--- config.mk ---
export PLATFORM = sky130hd
export DESIGN_NAME = apb_master_arbiter
export DESIGN_NICKNAME = d
export VERILOG_FILES = /design/src/rtl/apb_master_arbiter.sv
export SDC_FILE = /design/constraint.sdc
export NUM_CORES = 1
export LEC_CHECK = 0
export CORE_ASPECT_RATIO = 1.2
export CORE_MARGIN = 5
export CORE_UTILIZATION = 39
export CTS_BUF_LIST = sky130_fd_sc_hd__clkbuf_2 sky130_fd_sc_hd__clkbuf_4 sky130_fd_sc_hd__clkbuf_8
export CTS_CLUSTER_SIZE = 25
export DETAILED_ROUTE_END_ITERATION = 7
export GPL_ROUTABILITY_DRIVEN = 1
export PLACE_DENSITY = 0.79
export SLEW_MARGIN = 10
export SYNTH_ARGS = -nofsm -noshare
export SYNTH_HDL_FRONTEND = slang
export SYNTH_SLANG_ARGS = --single-unit
--- constraint.sdc ---
create_clock -name clk -period 1.6 [get_ports clk]
set_input_delay 0.4 -clock clk [delete_from_list [all_inputs] [get_ports clk]]
set_output_delay 0.4 -clock clk [all_outputs]
set_load 0.005 [all_outputs]
--- src/rtl/apb_master_arbiter.sv ---
// apb_master_arbiter
//   Shares one APB bus between N_REQ requesters. Requests are granted in
//   round-robin order. Each granted transfer runs one SETUP cycle and then
//   ACCESS cycles until the slave is ready. A transfer is aborted with an error
//   after TIMEOUT wait-state cycles.
//
//   Requester side:
//     req, req_write             per-requester request and direction
//     req_addr, req_wdata,       packed per-requester fields; requester i sits
//     req_id                     at [i*W +: W]
//     grant                      one-hot owner of the current transfer
//     done                       one-cycle completion pulse to the owner
//     err                        qualifies done: 1 = timeout abort
//     rdata_out                  read data captured at completion
//   APB side:
//     sel, sel_id, enable, write, addr, wdata   registered bus outputs
//     rdata, ready                              slave response
module apb_master_arbiter #(
  parameter int N_REQ   = 2,
  parameter int ADDR_W  = 8,
  parameter int DATA_W  = 8,
  parameter int TIMEOUT = 16
) (
  input  logic                      clk,
  input  logic                      reset,
  input  logic [N_REQ-1:0]          req,
  input  logic [N_REQ-1:0]          req_write,
  input  logic [N_REQ*ADDR_W-1:0]   req_addr,
  input  logic [N_REQ*DATA_W-1:0]   req_wdata,
  input  logic [N_REQ*2-1:0]        req_id,
  output logic [N_REQ-1:0]          grant,
  output logic [N_REQ-1:0]          done,
  output logic                      err,
  output logic [DATA_W-1:0]         rdata_out,
  output logic                      sel,
  output logic [1:0]                sel_id,
  output logic                      enable,
  output logic                      write,
  output logic [ADDR_W-1:0]         addr,
  output logic [DATA_W-1:0]         wdata,
  input  logic [DATA_W-1:0]         rdata,
  input  logic                      ready
);

  localparam int PTR_W = (N_REQ > 2) ? 2 : 1;
  localparam int CNT_W = $clog2(TIMEOUT + 1);
  localparam logic [CNT_W-1:0] CNT_MAX = '1;
  localparam logic [CNT_W-1:0] CNT_TO  = CNT_W'(TIMEOUT);
  localparam logic [PTR_W-1:0] PTR_RST = PTR_W'(N_REQ - 1);

  typedef enum logic [1:0] {S_IDLE, S_SETUP, S_ACCESS} state_t;

  state_t              r_state, w_state_n;
  logic [PTR_W-1:0]    r_ptr, w_ptr_n;
  logic [CNT_W-1:0]    r_cnt, w_cnt_n;
  logic [N_REQ-1:0]    r_grant, w_grant_n;
  logic [N_REQ-1:0]    r_done, w_done_n;
  logic                r_err, w_err_n;
  logic [DATA_W-1:0]   r_rdata, w_rdata_n;
  logic                r_sel, w_sel_n;
  logic                r_en, w_en_n;
  logic                r_write, w_write_n;
  logic [1:0]          r_sel_id, w_sel_id_n;
  logic [ADDR_W-1:0]   r_addr, w_addr_n;
  logic [DATA_W-1:0]   r_wdata, w_wdata_n;

  // Arbitration result
  logic                w_any;
  logic [PTR_W-1:0]    w_win;
  logic [N_REQ-1:0]    w_win_oh;
  logic                w_win_write;
  logic [ADDR_W-1:0]   w_win_addr;
  logic [DATA_W-1:0]   w_win_wdata;
  logic [1:0]          w_win_id;

  // Pass 0 scans requesters above the pointer, pass 1 wraps to those at or
  // below it, giving the first set bit from pointer+1 modulo N_REQ.
  always_comb begin
    w_any       = 1'b0;
    w_win       = '0;
    w_win_oh    = '0;
    w_win_write = 1'b0;
    w_win_addr  = '0;
    w_win_wdata = '0;
    w_win_id    = '0;
    for (int unsigned p = 0; p < 2; p++) begin
      for (int unsigned i = 0; i < N_REQ; i++) begin
        if (!w_any && req[i] && ((p == 0) == (i > 32'(r_ptr)))) begin
          w_any       = 1'b1;
          w_win       = PTR_W'(i);
          w_win_oh[i] = 1'b1;
          w_win_write = req_write[i];
          w_win_addr  = req_addr[i*ADDR_W +: ADDR_W];
          w_win_wdata = req_wdata[i*DATA_W +: DATA_W];
          w_win_id    = req_id[i*2 +: 2];
        end
      end
    end
  end

  always_comb begin
    w_state_n  = r_state;
    w_ptr_n    = r_ptr;
    w_cnt_n    = r_cnt;
    w_grant_n  = r_grant;
    w_done_n   = '0;
    w_err_n    = 1'b0;
    w_rdata_n  = r_rdata;
    w_sel_n    = r_sel;
    w_en_n     = r_en;
    w_write_n  = r_write;
    w_sel_id_n = r_sel_id;
    w_addr_n   = r_addr;
    w_wdata_n  = r_wdata;
    unique case (r_state)
      S_IDLE: begin
        w_sel_n   = 1'b0;
        w_en_n    = 1'b0;
        w_grant_n = '0;
        if (w_any) begin
          w_state_n  = S_SETUP;
          w_sel_n    = 1'b1;
          w_grant_n  = w_win_oh;
          w_ptr_n    = w_win;
          w_write_n  = w_win_write;
          w_addr_n   = w_win_addr;
          w_wdata_n  = w_win_wdata;
          w_sel_id_n = w_win_id;
        end
      end
      S_SETUP: begin
        w_state_n = S_ACCESS;
        w_en_n    = 1'b1;
        w_cnt_n   = '0;
      end
      S_ACCESS: begin
        if (ready) begin
          w_done_n  = r_grant;
          if (!r_write) w_rdata_n = rdata;
          w_grant_n = '0;
          w_sel_n   = 1'b0;
          w_en_n    = 1'b0;
          w_state_n = S_IDLE;
        end else begin
          if (r_cnt != CNT_MAX) w_cnt_n = r_cnt + 1'b1;
          if (w_cnt_n == CNT_TO) begin
            w_done_n  = r_grant;
            w_err_n   = 1'b1;
            w_grant_n = '0;
            w_sel_n   = 1'b0;
            w_en_n    = 1'b0;
            w_state_n = S_IDLE;
          end
        end
      end
      default: w_state_n = S_IDLE;
    endcase
  end

  always_ff @(posedge clk or posedge reset) begin
    if (reset) r_state <= S_IDLE;
    else       r_state <= w_state_n;
  end

  always_ff @(posedge clk or posedge reset) begin
    if (reset) begin
      r_ptr    <= PTR_RST;
      r_cnt    <= '0;
      r_grant  <= '0;
      r_done   <= '0;
      r_err    <= 1'b0;
      r_rdata  <= '0;
      r_sel    <= 1'b0;
      r_en     <= 1'b0;
      r_write  <= 1'b0;
      r_sel_id <= '0;
      r_addr   <= '0;
      r_wdata  <= '0;
    end else begin
      r_ptr    <= w_ptr_n;
      r_cnt    <= w_cnt_n;
      r_grant  <= w_grant_n;
      r_done   <= w_done_n;
      r_err    <= w_err_n;
      r_rdata  <= w_rdata_n;
      r_sel    <= w_sel_n;
      r_en     <= w_en_n;
      r_write  <= w_write_n;
      r_sel_id <= w_sel_id_n;
      r_addr   <= w_addr_n;
      r_wdata  <= w_wdata_n;
    end
  end

  assign grant     = r_grant;
  assign done      = r_done;
  assign err       = r_err;
  assign rdata_out = r_rdata;
  assign sel       = r_sel;
  assign sel_id    = r_sel_id;
  assign enable    = r_en;
  assign write     = r_write;
  assign addr      = r_addr;
  assign wdata     = r_wdata;

endmodule

* Word-level counts from Yosys, hierarchy flattened *
Index checks and enable logic that the tools add are counted.

word-level totals
  register bits after elaboration = 42
  input port bits = 51
  output and inout port bits = 34
  logic and storage cells = 81

operators by class
  add/subtract/negate cells = 1
  magnitude comparators = 1
  eq/ne operators = 7
  multiplexer cells = 41
  bitwise operators = 2
  reductions and logical operators = 16

operators with widths
  operator             number
  $mux 8               6
  $mux 2               10
  $mux 5               4
  $mux 1               16
  $pmux 5 s2           1
  $reduce_and 2->1     5
  $pmux 2 s3           1
  $add 5x1->5 const B  1
  $eq 5x5->1 const B   1
  $ne 5x5->1 const B   1
  $logic_and 1x1->1    4
  $ne 2x2->1 const B   2
  $pmux 2 s2           1
  $reduce_bool 2->1    2
  $ne 3x3->1 const B   1
  $pmux 1 s3           1
  $reduce_and 3->1     1
  $reduce_bool 3->1    1
  $eq 2x1->1 const B   1
  $eq 2x2->1 const B   1
  $logic_not 1->1      2
  $logic_not 2->1      1
  $not 1->1            2
  $pmux 1 s2           1
  $gt 1x1->1 const A   1

* Logic depth before layout (Yosys ltp) *
Gate-level depths: netlist of the first run.

  depth in word-level cells = 12
  mapped depth = 7
  gate-level depth less buffers = 5

* Worst setup path after synthesis of the first run *
Ideal clock, no wire load.

  path type = flip-flop to flip-flop
  start point = reg r_cnt[0]
  end point = reg r_err (netlist: err)
  library setup time = 0.080 ns
  data arrival time = 1.637 ns
  data required time = 1.520 ns
  slack = -0.117 ns
  cell stages (with the launch flop) = 6
  path buffers = 0
  period minus slack after synthesis = 1.717 ns
  cell sequence = dfrtp_1 -> ha_1 -> nand4_1 -> mux2_2 -> a211oi_4 -> nor3b_2

between the ends
  cells in the longest elaborated chain, start to end = 8
  elaborated cells between the ends (all ways) = 9
  classes of those cells = add/sub (1); eq/ne (2); mux (6)

RTL lines
  item                                              line  source
  from (decl)                                       55    logic [CNT_W-1:0] r_cnt, w_cnt_n;
  from (signal assigned)                            181   r_cnt <= w_cnt_n;
  $add 5x1->5 / $ne 5x5->1 (equally long branches)  145   if (r_cnt != CNT_MAX) w_cnt_n = r_cnt + 1'b1;
  $mux 5 *                                          145
  $mux 5 *                                          137   if (ready) begin
  $mux 5 *                                          115   unique case (r_state)
  $eq 5x5->1 *                                      146   if (w_cnt_n == CNT_TO) begin
  $mux 1 *                                          146
  $mux 1 *                                          137
  $mux 1 *                                          115
  via w_err_n                                       58    logic r_err, w_err_n;
  to (signal assigned)                              184   r_err <= w_err_n;
  to (decl)                                         58

The timed path passes the listed nets; every way through them passes the cells marked *. The select of a mux whose other input is x is not followed.
A chain may end at the register's enable or synchronous reset.

* Worst setup path after layout of the first run *
Ends and elaborated chain as after synthesis.

==> out/summary.md, run 1 <==
On the worst path, the slowest cell contributes a delay of 430 ps. The flow ran to the end, but the final reports show violations. Among all cell types in the netlist, the one instantiated most often is sky130_fd_sc_hd__dfrtp_1.

The tools report the hold buffer count at CTS as 0. The die covers 6310 sq um. For the area used by multi-input combinational logic, the log shows 721 sq um. The highest achievable clock rate came out at 613 MHz. The share of the clock period used by the worst path came out at 1.02. For the final non-filler cell total, the log shows 335. The share of cell area taken by muxes after synthesis is 0.0540. Buffers placed on the I/O ports in this run total 84.

TritonCTS built the clock tree. Final design area excluding fillers: 3170 sq um. The tools report the instance area at placement as 2980 sq um. The min-delay analysis places its worst path in the category primary input to async pin.

The run gives 110 as the initial DRC count. The pre-antenna-repair detailed-routing pass consisted of 6 iterations. For the count of final setup violators, the log shows 1.

At the worst endpoint, the required time is 1810 ps. The logs give 1840 ps for the data arrival time at the worst-slack endpoint and 3910 microns for the post-DP HPWL. Of all nets on the critical path, the largest fanout is 7. Type of the setup path with the least slack: flop to flop.

The area fraction of the dominant cell type after synthesis is 0.546, and the compound-cell area share of the yosys netlist is 0.222. The final clock skew was 10.3 ps. The clock latency on the worst-skew pair is 290 ps, and the number of warning messages in the yosys log is 0.

The run gives 4630 sq um as the core box area. In this run the cell area of the synthesized design comes to 1880 sq um. The y dimension of the die was 86.0 microns; the residual DRC count was 0. The run gives 0 as the count of endpoints failing hold in the final timing report. The initialized floorplan defines 27 standard-cell rows. The unique cell type count in the Yosys netlist came out at 34. Setup repair after global routing could not meet its margin everywhere. The final net count was 328; the mean routed wirelength per cell was 15.6 microns.

After filler insertion, the fill cell instance count of the layout stands at 342. Max-cap violations in this run came to 0. For the net count after synthesis, the log shows 217. Remaining antenna violation count: 0. The post-synthesis share of cell area spent on xor and xnor gates works out to 0.00466. The number of logic stages on the critical path including buffering was 6; the count of boundary I/O pins was 85. The run gives 0.793 as the max-slew headroom at the worst pin. Once placement completed, the tool counted placed cells totaling 321.

The post-place setup slack is -288 ps. For the total wire length, the log shows 5220 microns. The critical path goes through ha_4 -> nand4_1 -> mux2_4 -> a211oi_4 -> buf_6 -> nor3b_4. The largest individual stage delay along the critical path comes from the cell sky130_fd_sc_hd__dfrtp_2. The aggregate global routing overflow is 0, and the clock sink total is 42. The tools report the overall fraction of global-route tracks in use as 0.174.

The final number of max-transition violations is 0, and the flip-flop and latch area is 1050 sq um. Sorting the synthesized cells by area gives the leading types as sky130_fd_sc_hd__dfrtp_1 (55%), sky130_fd_sc_hd__a222oi_1 (10%), sky130_fd_sc_hd__mux2_2 (5.4%). The critical path's top delay family was flip-flops. The initial standard-cell utilization of the core was 0.406; the number of buffers and inverters on the critical path was 1. The most area-hungry cell type in the Yosys netlist was sky130_fd_sc_hd__dfrtp_1. For this design the static power due to leakage is 1.57 nW. The main flop type after synthesis was sky130_fd_sc_hd__dfrtp_1. The fraction of final layout cells with drive strength greater than 1 was 0.209. The number of global-route vias before repair came out at 1,779. Overall power consumption after layout is estimated at 4.98 mW. After synthesis, the most frequently instantiated cells are sky130_fd_sc_hd__dfrtp_1 (41), sky130_fd_sc_hd__inv_1 (25), sky130_fd_sc_hd__a222oi_1 (19). The fraction of synthesis flops using an asynchronous set or reset pin was 1.00; the flop and latch count out of synthesis was 42. By area, the combinational part of the netlist is dominated by compound AO/OA/AOI/OAI gates.

The number of antenna violations at the first check in global routing was 0; the number of antenna diodes was 0. Counting cells, the worst reg-to-reg path comes to 6. The synthesized design contains 0 enable-type register cells. Dividing total power by cell area gives a power density of 1570 nW/um^2. The floorplan die width came out at 73.3 microns. For the finished layout, the period the worst path requires is 1630 ps. From synthesis to final layout, the design area changed by 68.8%.

The cell count after synthesis came out at 165. The transition time at the pin with the least slew margin is 311 ps. The post-layout worst setup margin is -30.6 ps. At the end of routability-driven placement, the weighted congestion stood at 0.812. After synthesis, the mean cell area works out to 11.4 sq um. For the sequential share of the synthesized area, the log shows 0.560.

The worst setup path is launched from a flop. The adder-cell share of the synthesized area came out at 0.00666. In this run the deepest clock path goes through 2 buffers. In this run the number of H-tree levels came out at 2.

The checks that failed: negative setup slack. The vias per cell is 5.27, and the global-route wire length before repair is 8520 microns. The maximum number of pins on one net before global-route repair was 43. The overall via count from detail_route came out at 1,765. The synthesized-area fraction occupied by and/or/nand/nor cells is 0.0786. The tools report the root buffer selected by CTS as sky130_fd_sc_hd__clkbuf_8. The clock input transition at the sequential cells of the worst setup and hold paths works out to 80 ps. The total negative slack came out at -30.6 ps.

STA classifies the critical path endpoint as a flop. Clock tree synthesis inserted a total of 5 buffers. The worst voltage drop across the vdd grid came out at 0.000778 V.
final cells by class:
| class | instances | share of cell area |
|---|---|---|
| clock buffers | 8 | 0.0288 |
| multi-input cells | 87 | 0.227 |
| flip-flops and latches | 42 | 0.332 |
| inverters | 25 | 0.0296 |
| repair buffers | 115 | 0.359 |
| well taps | 58 | 0.0229 |
repair_timing:
item	4_1_cts	5_1_grt
setup endpoints to repair	11	26
hold endpoints to repair	0	0
pin swaps	4	3
resized for setup	3	19
buffers inserted	4	2
cell usage in the layout (no fill, tap or decap), types with 3 or more instances in the layout:
cell	netlist	routed
sky130_fd_sc_hd__clkdlybuf4s50_1	0	71
sky130_fd_sc_hd__dfrtp_1	41	40
sky130_fd_sc_hd__buf_4	0	26
sky130_fd_sc_hd__inv_1	25	24
sky130_fd_sc_hd__a222oi_1	19	19
sky130_fd_sc_hd__dlymetal6s2s_1	0	12
sky130_fd_sc_hd__nand2_1	9	9
sky130_fd_sc_hd__mux2_2	9	8
sky130_fd_sc_hd__a21oi_1	7	7
sky130_fd_sc_hd__clkbuf_8	0	5
sky130_fd_sc_hd__o31ai_1	4	4
sky130_fd_sc_hd__nand2b_1	4	4
sky130_fd_sc_hd__nor2_1	3	3
sky130_fd_sc_hd__nor2b_1	3	3
sky130_fd_sc_hd__clkbuf_4	0	3
sky130_fd_sc_hd__buf_6	0	3
per-stage QoR:
stage,hold WS [ps],util
detailed placement,483,0.643
floorplan,482,-
finish,429,0.685
CTS,445,0.670
global route,450,0.685
global placement,473,0.643
kinds of logic (layout without fill, tap and decap cells):
logic type      Yosys count  count (layout)
buf+inv                  36             148
fa+ha+maj                 1               1
simple gates             27              27
xor+xnor                  1               1
flops                    42              42
compound gates           49              49
mux                       9               9
final timing paths:
kind / startpoint / end / slack [ps]
setup / recovery: r_cnt[0]$_DFFE_PP0P_ / err$_DFF_PP0_ / -30
min in group clk: addr[6]$_DFFE_PP0P_ / addr[6]$_DFFE_PP0P_ / 500
hold / removal: reset / rdata_out[3]$_DFFE_PP0P_ / 430
hold reg to reg: addr[6]$_DFFE_PP0P_ / addr[6]$_DFFE_PP0P_ / 500
setup reg to reg: r_cnt[0]$_DFFE_PP0P_ / err$_DFF_PP0_ / -30
max in group asynchronous: reset / r_ptr$_DFFE_PP1P_ / 880
registers in the layout, indices dropped and copies added (netlist names):
signal     count
addr           8
done           2
enable         1
err            1
grant          2
r_cnt          5
r_ptr          1
r_state        2
rdata_out      8
sel            1
sel_id         2
wdata          8
write          1
metal layers:
metal / track usage / part of all wire / up-vias
li1: - / - / 831
met1: 0.189 / 0.36 / 868
met2: 0.321 / 0.55 / 60
met3: 0.0528 / 0.069 / 6
met4: 0.0494 / 0.013 / 0
met5: 0 / 0 / -
power by group:
group          total, mW  internal (mW)  switching (mW)
Clock              0.708          0.361           0.346
Sequential          1.77           1.53           0.247
Combinational       2.50           1.50            1.00
Total               4.98           3.39            1.59
worst min-delay path, cell delays in order:
cell and delay (ps):
sky130_fd_sc_hd__clkdlybuf4s50_1 400, sky130_fd_sc_hd__clkinv_1 70, sky130_fd_sc_hd__buf_12 230
Note: power is estimated with default switching activity, not from simulation.
==> inputs of run 2 (changes only) <==
Settings changed: CORE_ASPECT_RATIO 1.2 to 1.4, GPL_TIMING_DRIVEN set to 1.
==> out/summary.md, run 2 (synthesis results as in run 1) <==
The initial standard-cell utilization of the core is 0.394, and the final net count is 326. TritonCTS created 5 clock buffers. Setup violations remaining at the end of the flow were counted as 7. Traced cell by cell, the critical path runs through ha_4 -> nand4_1 -> mux2_4 -> a211oi_4 -> buf_4 -> o31ai_2. In this run the core area contains 30 standard-cell rows. After legalization and detailed placement, the total HPWL measured 3980 microns. The repair_antennas step left the layout with diodes totalling 0. The synthesis-to-finish area growth was 69.2%; the share of the clock period used by the worst path was 1.05. The tool flagged a number of max-cap violations equal to 0.

The maximum number of pins on one net before global-route repair is 20, and the clock sink total is 42. The detailed router finished its first iteration with 181 violations. Residual DRC count: 0.

The run gives 0 as the number of antenna violations at the first check in global routing. Once detail routing completed, the nets flagged for antenna violations numbered 0. Summed over all layers, the global routing overflow is 0.

The worst voltage drop across the vdd grid is 0.000919 V. CTS built an H-tree with a depth of 2. The tools report the kind of start point of the critical path as a flop. In this design, the stage delay of the slowest critical-path cell is 430 ps.

The tools report the max-slew headroom at the worst pin as 0.653. The fraction of final layout cells with drive strength greater than 1 is 0.204, and the area enclosed by the die boundary is 6320 sq um. The most frequent standard cell in the layout excluding fill and tap cells was sky130_fd_sc_hd__clkdlybuf4s50_1. Data on the critical path is required at its endpoint by 1780 ps.

Setup repair after global routing could not meet its margin everywhere. TritonCTS built the clock tree. The worst register-to-register path has a setup slack of -80 ps. In this run the worst path has a maximum fanout of 5. Pin placement for this block handled 85 I/O pins. The final clock skew was 9.81 ps.

Clock latency on the worst-skew pair, taken at its later pin, is 290 ps. The total leakage power is 1.60 nW, and the time the worst path needs with I/O delays and setup is 1680 ps. The run finished, with violations left. The slowest stage of the critical path is the sky130_fd_sc_hd__dfrtp_2 cell.

Hold repair after CTS inserted 0 buffers. The tools report the global-route wire length before repair as 8830 microns. The worst register-to-register path ends at r_state[1]$_DFFE_PP0P_. The power after layout is 5.00 mW. Setup total negative slack on the finished layout was measured at -455 ps. For this run, the detailed router's first-pass iteration total came to 6.

The checks that failed: negative setup slack. The tools report the overall fraction of global-route tracks in use as 0.182. The setup path with the least slack is of type flop to flop. The data arrival time at the worst-slack endpoint is 1860 ps, and the post-layout worst setup margin is -81.6 ps. The die is 68.7 microns wide.

Power spread over the standard cell area amounts to 1570 nW/um^2. The y dimension of the die is 92.1 microns. Worst flop-to-flop path startpoint: r_cnt[0]$_DFFE_PP0P_. The total wire length was 5490 microns; the number of buffers added on ports was 84. The number of global-route vias before repair is 1,881. The layout has 369 filler cells.

In the layout the commonest cells are sky130_fd_sc_hd__clkdlybuf4s50_1 (69), sky130_fd_sc_hd__dfrtp_1 (40), sky130_fd_sc_hd__buf_4 (25), sky130_fd_sc_hd__inv_1 (24), sky130_fd_sc_hd__a222oi_1 (19). The floorplan step defined a core boundary enclosing 4770 sq um. The global placement routability congestion was 0.801.

Worst hold-check path type: primary input to async pin. For the post-route core utilization, the log shows 0.667. The number of cells on the worst reg-to-reg path is 6. The final number of max-transition violations is 0, and the maximum number of buffers from clock root to sink is 2. The transition time at the pin with the least slew margin was 518 ps; the count of endpoints failing hold in the final timing report was 0.

The root buffer selected by CTS was sky130_fd_sc_hd__clkbuf_8. After clock tree synthesis, the clock-pin slew on the worst setup and hold paths is 80 ps. Timing would allow up to 595 MHz.

The vias per cell is 5.19. The run gives 1,759 as the overall via count from detail_route. Dividing the detail-routed wire length by the instance count gives 16.2 microns. The post-place setup slack came out at -266 ps. STA classifies the critical path endpoint as a flop.
==> run 2: where the power goes <==
part	total [mW]	switching, mW	leakage, nW	internal, mW
clock network	0.717	0.352	0.0517	0.365
logic	2.48	1.00	1.02	1.48
registers	1.80	0.276	0.524	1.53
total	5.00	1.63	1.60	3.37
==> run 2: timing repair <==
| item | in CTS | in global routing |
|---|---|---|
| resized for setup | 4 | 16 |
| pin swaps | 2 | 1 |
| endpoints found under the setup margin | 11 | 44 |
| buffers inserted | 6 | 2 |
==> run 2: per-layer routing <==
metal	global-route usage	wire length (microns)	vias up
met5	0	0	-
met3	0.0478	335	9
met2	0.315	3040	72
met1	0.213	2020	852
met4	0.0564	95	0
li1	-	-	826
==> run 2: metrics by stage <==
step,area [sq um],cells,hold WS (ps)
after floorplan,1900,165,482
after global placement,2970,323,476
after detailed placement,2970,323,479
after CTS,3120,337,385
after global routing,3180,339,412
final,3180,339,383
==> run 2: how the worst max path moves through the flow <==
stage / end / from / depth (start not counted) / slack, ps
after floorplan: err$_DFF_PP0_ / r_cnt[0]$_DFFE_PP0P_ / 5 / -50
after global placement: sel_id[1]$_DFFE_PP0P_ / req[0] / 6 / -210
after detailed placement: addr[2]$_DFFE_PP0P_ / req[0] / 6 / -270
after CTS: done[0]$_DFF_PP0_ / r_cnt[1]$_DFFE_PP0P_ / 6 / -60
after global routing: write$_DFFE_PP0P_ / r_state[0]$_DFFE_PP0P_ / 5 / -150
final: r_state[1]$_DFFE_PP0P_ / r_cnt[0]$_DFFE_PP0P_ / 6 / -80
==> run 2: final cells by class <==
type | instances | area (sq um) | area share
clock buffers | 7 | 90.1 | 0.0283
clock inverters | 1 | 5.00 | 0.00157
inverters | 25 | 93.8 | 0.0295
multi-input cells | 87 | 718 | 0.226
flip-flops and latches | 42 | 1050 | 0.331
well taps | 64 | 80.1 | 0.0252
repair buffers | 113 | 1140 | 0.358
==> run 2: worst max-delay path: cells and delay by family (launching register included) <==
family	cells	cell delay (ps)
buffers and inverters	1	190
multiplexers	1	330
AO/OA/AOI/OAI	2	300
flip-flops	1	430
AND/OR/NAND/NOR	1	130
adder cells (fa/ha/maj)	1	180
==> inputs of run 3 (changes only) <==
Settings changed: CAP_MARGIN set to 10.
==> results of run 3 <==
Final layout, timing and power as in run 2 (identical DEF).
==> RTL change (flow settings as in run 3) <==
Encoding of `state_t`: now one-hot (3 bits for 3 states).
--- a/src/rtl/apb_master_arbiter.sv
+++ b/src/rtl/apb_master_arbiter.sv
@@ -50,3 +50,3 @@
 
-  typedef enum logic [1:0] {S_IDLE, S_SETUP, S_ACCESS} state_t;
+  typedef enum logic [2:0] {S_IDLE = 3'b001, S_SETUP = 3'b010, S_ACCESS = 3'b100} state_t;
 
Function: same outputs for any inputs over 10 cycles, from zero or initial values and one cycle with reset high; not proved beyond that.
==> RTL change against run 3 <==
Design area did not move; wire length rose by 0.15%; global-route usage fell by 1.8 points; synthesized area rose by 5.9%; clock skew rose by 0.0023 ns; sequential cell count rose by 1; total power fell by 0.90%; worst setup slack improved by 0.12 ns; die area rose by 5.1%; first-iteration DRC count fell by 60%; hold slack improved by 0.064 ns; largest power group unchanged.
==> RTL change: results (changes against run 3) <==
DR WL met2=2900 um (was 3040 um); gr usage total=16.5% (was 18.2%); post-synthesis sequential area ratio=54.2% (was 56.0%); CP top delay family=buffers and inverters (was flip-flops); DR iter-0 viols=72 (was 181); outcome=completed (was complete, but fails checks); Mean Syn Cell Area=11.0 um2 (was 11.4 um2); Post-Syn Nets=233 (was 217); mux cell area share after synthesis=5.60% (was 5.40%); Crit Path Max Fanout=2 (was 5); Comb group=0.00238 W (was 0.00248 W); Netlist cell types=40 (was 34); FF-to-FF setup slack=0.07 ns (was -0.08 ns); GR Util met2=29.2% (was 31.5%); Synth Area in Adders=0.629% (was 0.666%); CP arrival=1.16 ns (was 1.86 ns); RR Startpoint=r_state[2] (was r_cnt[0]); crit path max-delay cell type=clkdlybuf4s50_1 (was dfrtp_2); Post-synth top cells=dfrtp_1 (41), a21oi_1 (24), nor2_1 (24), a32oi_1 (19), mux2_2 (9) (was dfrtp_1 (41), inv_1 (25), a222oi_1 (19), mux2_2 (9), nand2_1 (9)); Worst setup startpoint=addr[6] (was r_cnt[0]); routed wl met3=345 um (was 335 um); Leak=1.41 nW (was 1.60 nW); final period utilization=97.3% (was 105%); largest net degree at the start of global routing=44 (was 20); fin cells=343 (was 339); Pre-antenna DRT Iters=4 (was 6); post-DR wirelength/cell=16.0 um (was 16.2 um); hpwl dp=4100 um (was 3980 um); DP Area=2990 um2 (was 2970 um2); Met1 Wirelength=2150 um (was 2020 um); Max VDD drop=0.757 mV (was 0.919 mV); Pwr Total=0.00496 W (was 0.00500 W); layout cells sized above 1=17.9% (was 20.4%); Crit Reg-Reg Endpoint=r_cnt[0] (was r_state[1]); Tightest Pin Transition=0.332 ns (was 0.518 ns); WHS=0.446 ns (was 0.383 ns); vias in the first global route=1,828 (was 1,881); Final nets=330 (was 326); XOR/XNOR Fraction of Synth Area=0.441% (was 0.466%); final setup skew=0.0121 ns (was 0.00981 ns); Synth area leaders=dfrtp_1 (52%), a32oi_1 (8.4%), a21oi_1 (6.0%) (was dfrtp_1 (55%), a222oi_1 (10%), mux2_2 (5.4%)); Worst path max stage delay=0.50 ns (was 0.43 ns); setup violators final=0 (was 7); crit path capture=addr[6] (was r_state[1]); M1 GR Usage=19.1% (was 21.3%); R2R cell count=4 (was 6)
-- RTL change: cell types whose count changed in the layout (fill, tap and decap cells not counted), sizes merged, moves of 5 or more --
cell / run 3 / this run
nor2: 3 / 24
a222oi: 19 / 0
inv: 24 / 5
a21oi: 7 / 25
a32oi: 1 / 19
buf: 29 / 18
dlymetal6s2s: 15 / 10
nand2: 9 / 4
-- RTL change: layout make-up --
class / instances / area, um2
fill: 402 / 1740
sequential: 43 / 1080
timing repair buffer: 102 / 1030
multi-input combinational: 120 / 865
clock buffer: 7 / 96.3
tap: 64 / 80.1
inverter: 6 / 22.5
clock inverter: 1 / 7.51
-- RTL change: tightest hold or removal path: cells and delay by family --
kind	cells	cell delay [ns]
buffers and inverters	3	0.72
-- RTL change: repair_timing --
| item | 4_1_cts | 5_1_grt |
|---|---|---|
| pin swaps | 0 | 2 |
| hold buffers | 0 | 0 |
| gates resized for setup | 1 | 16 |
| endpoints found under the setup margin | 1 | 30 |
| buffers inserted | 0 | 3 |
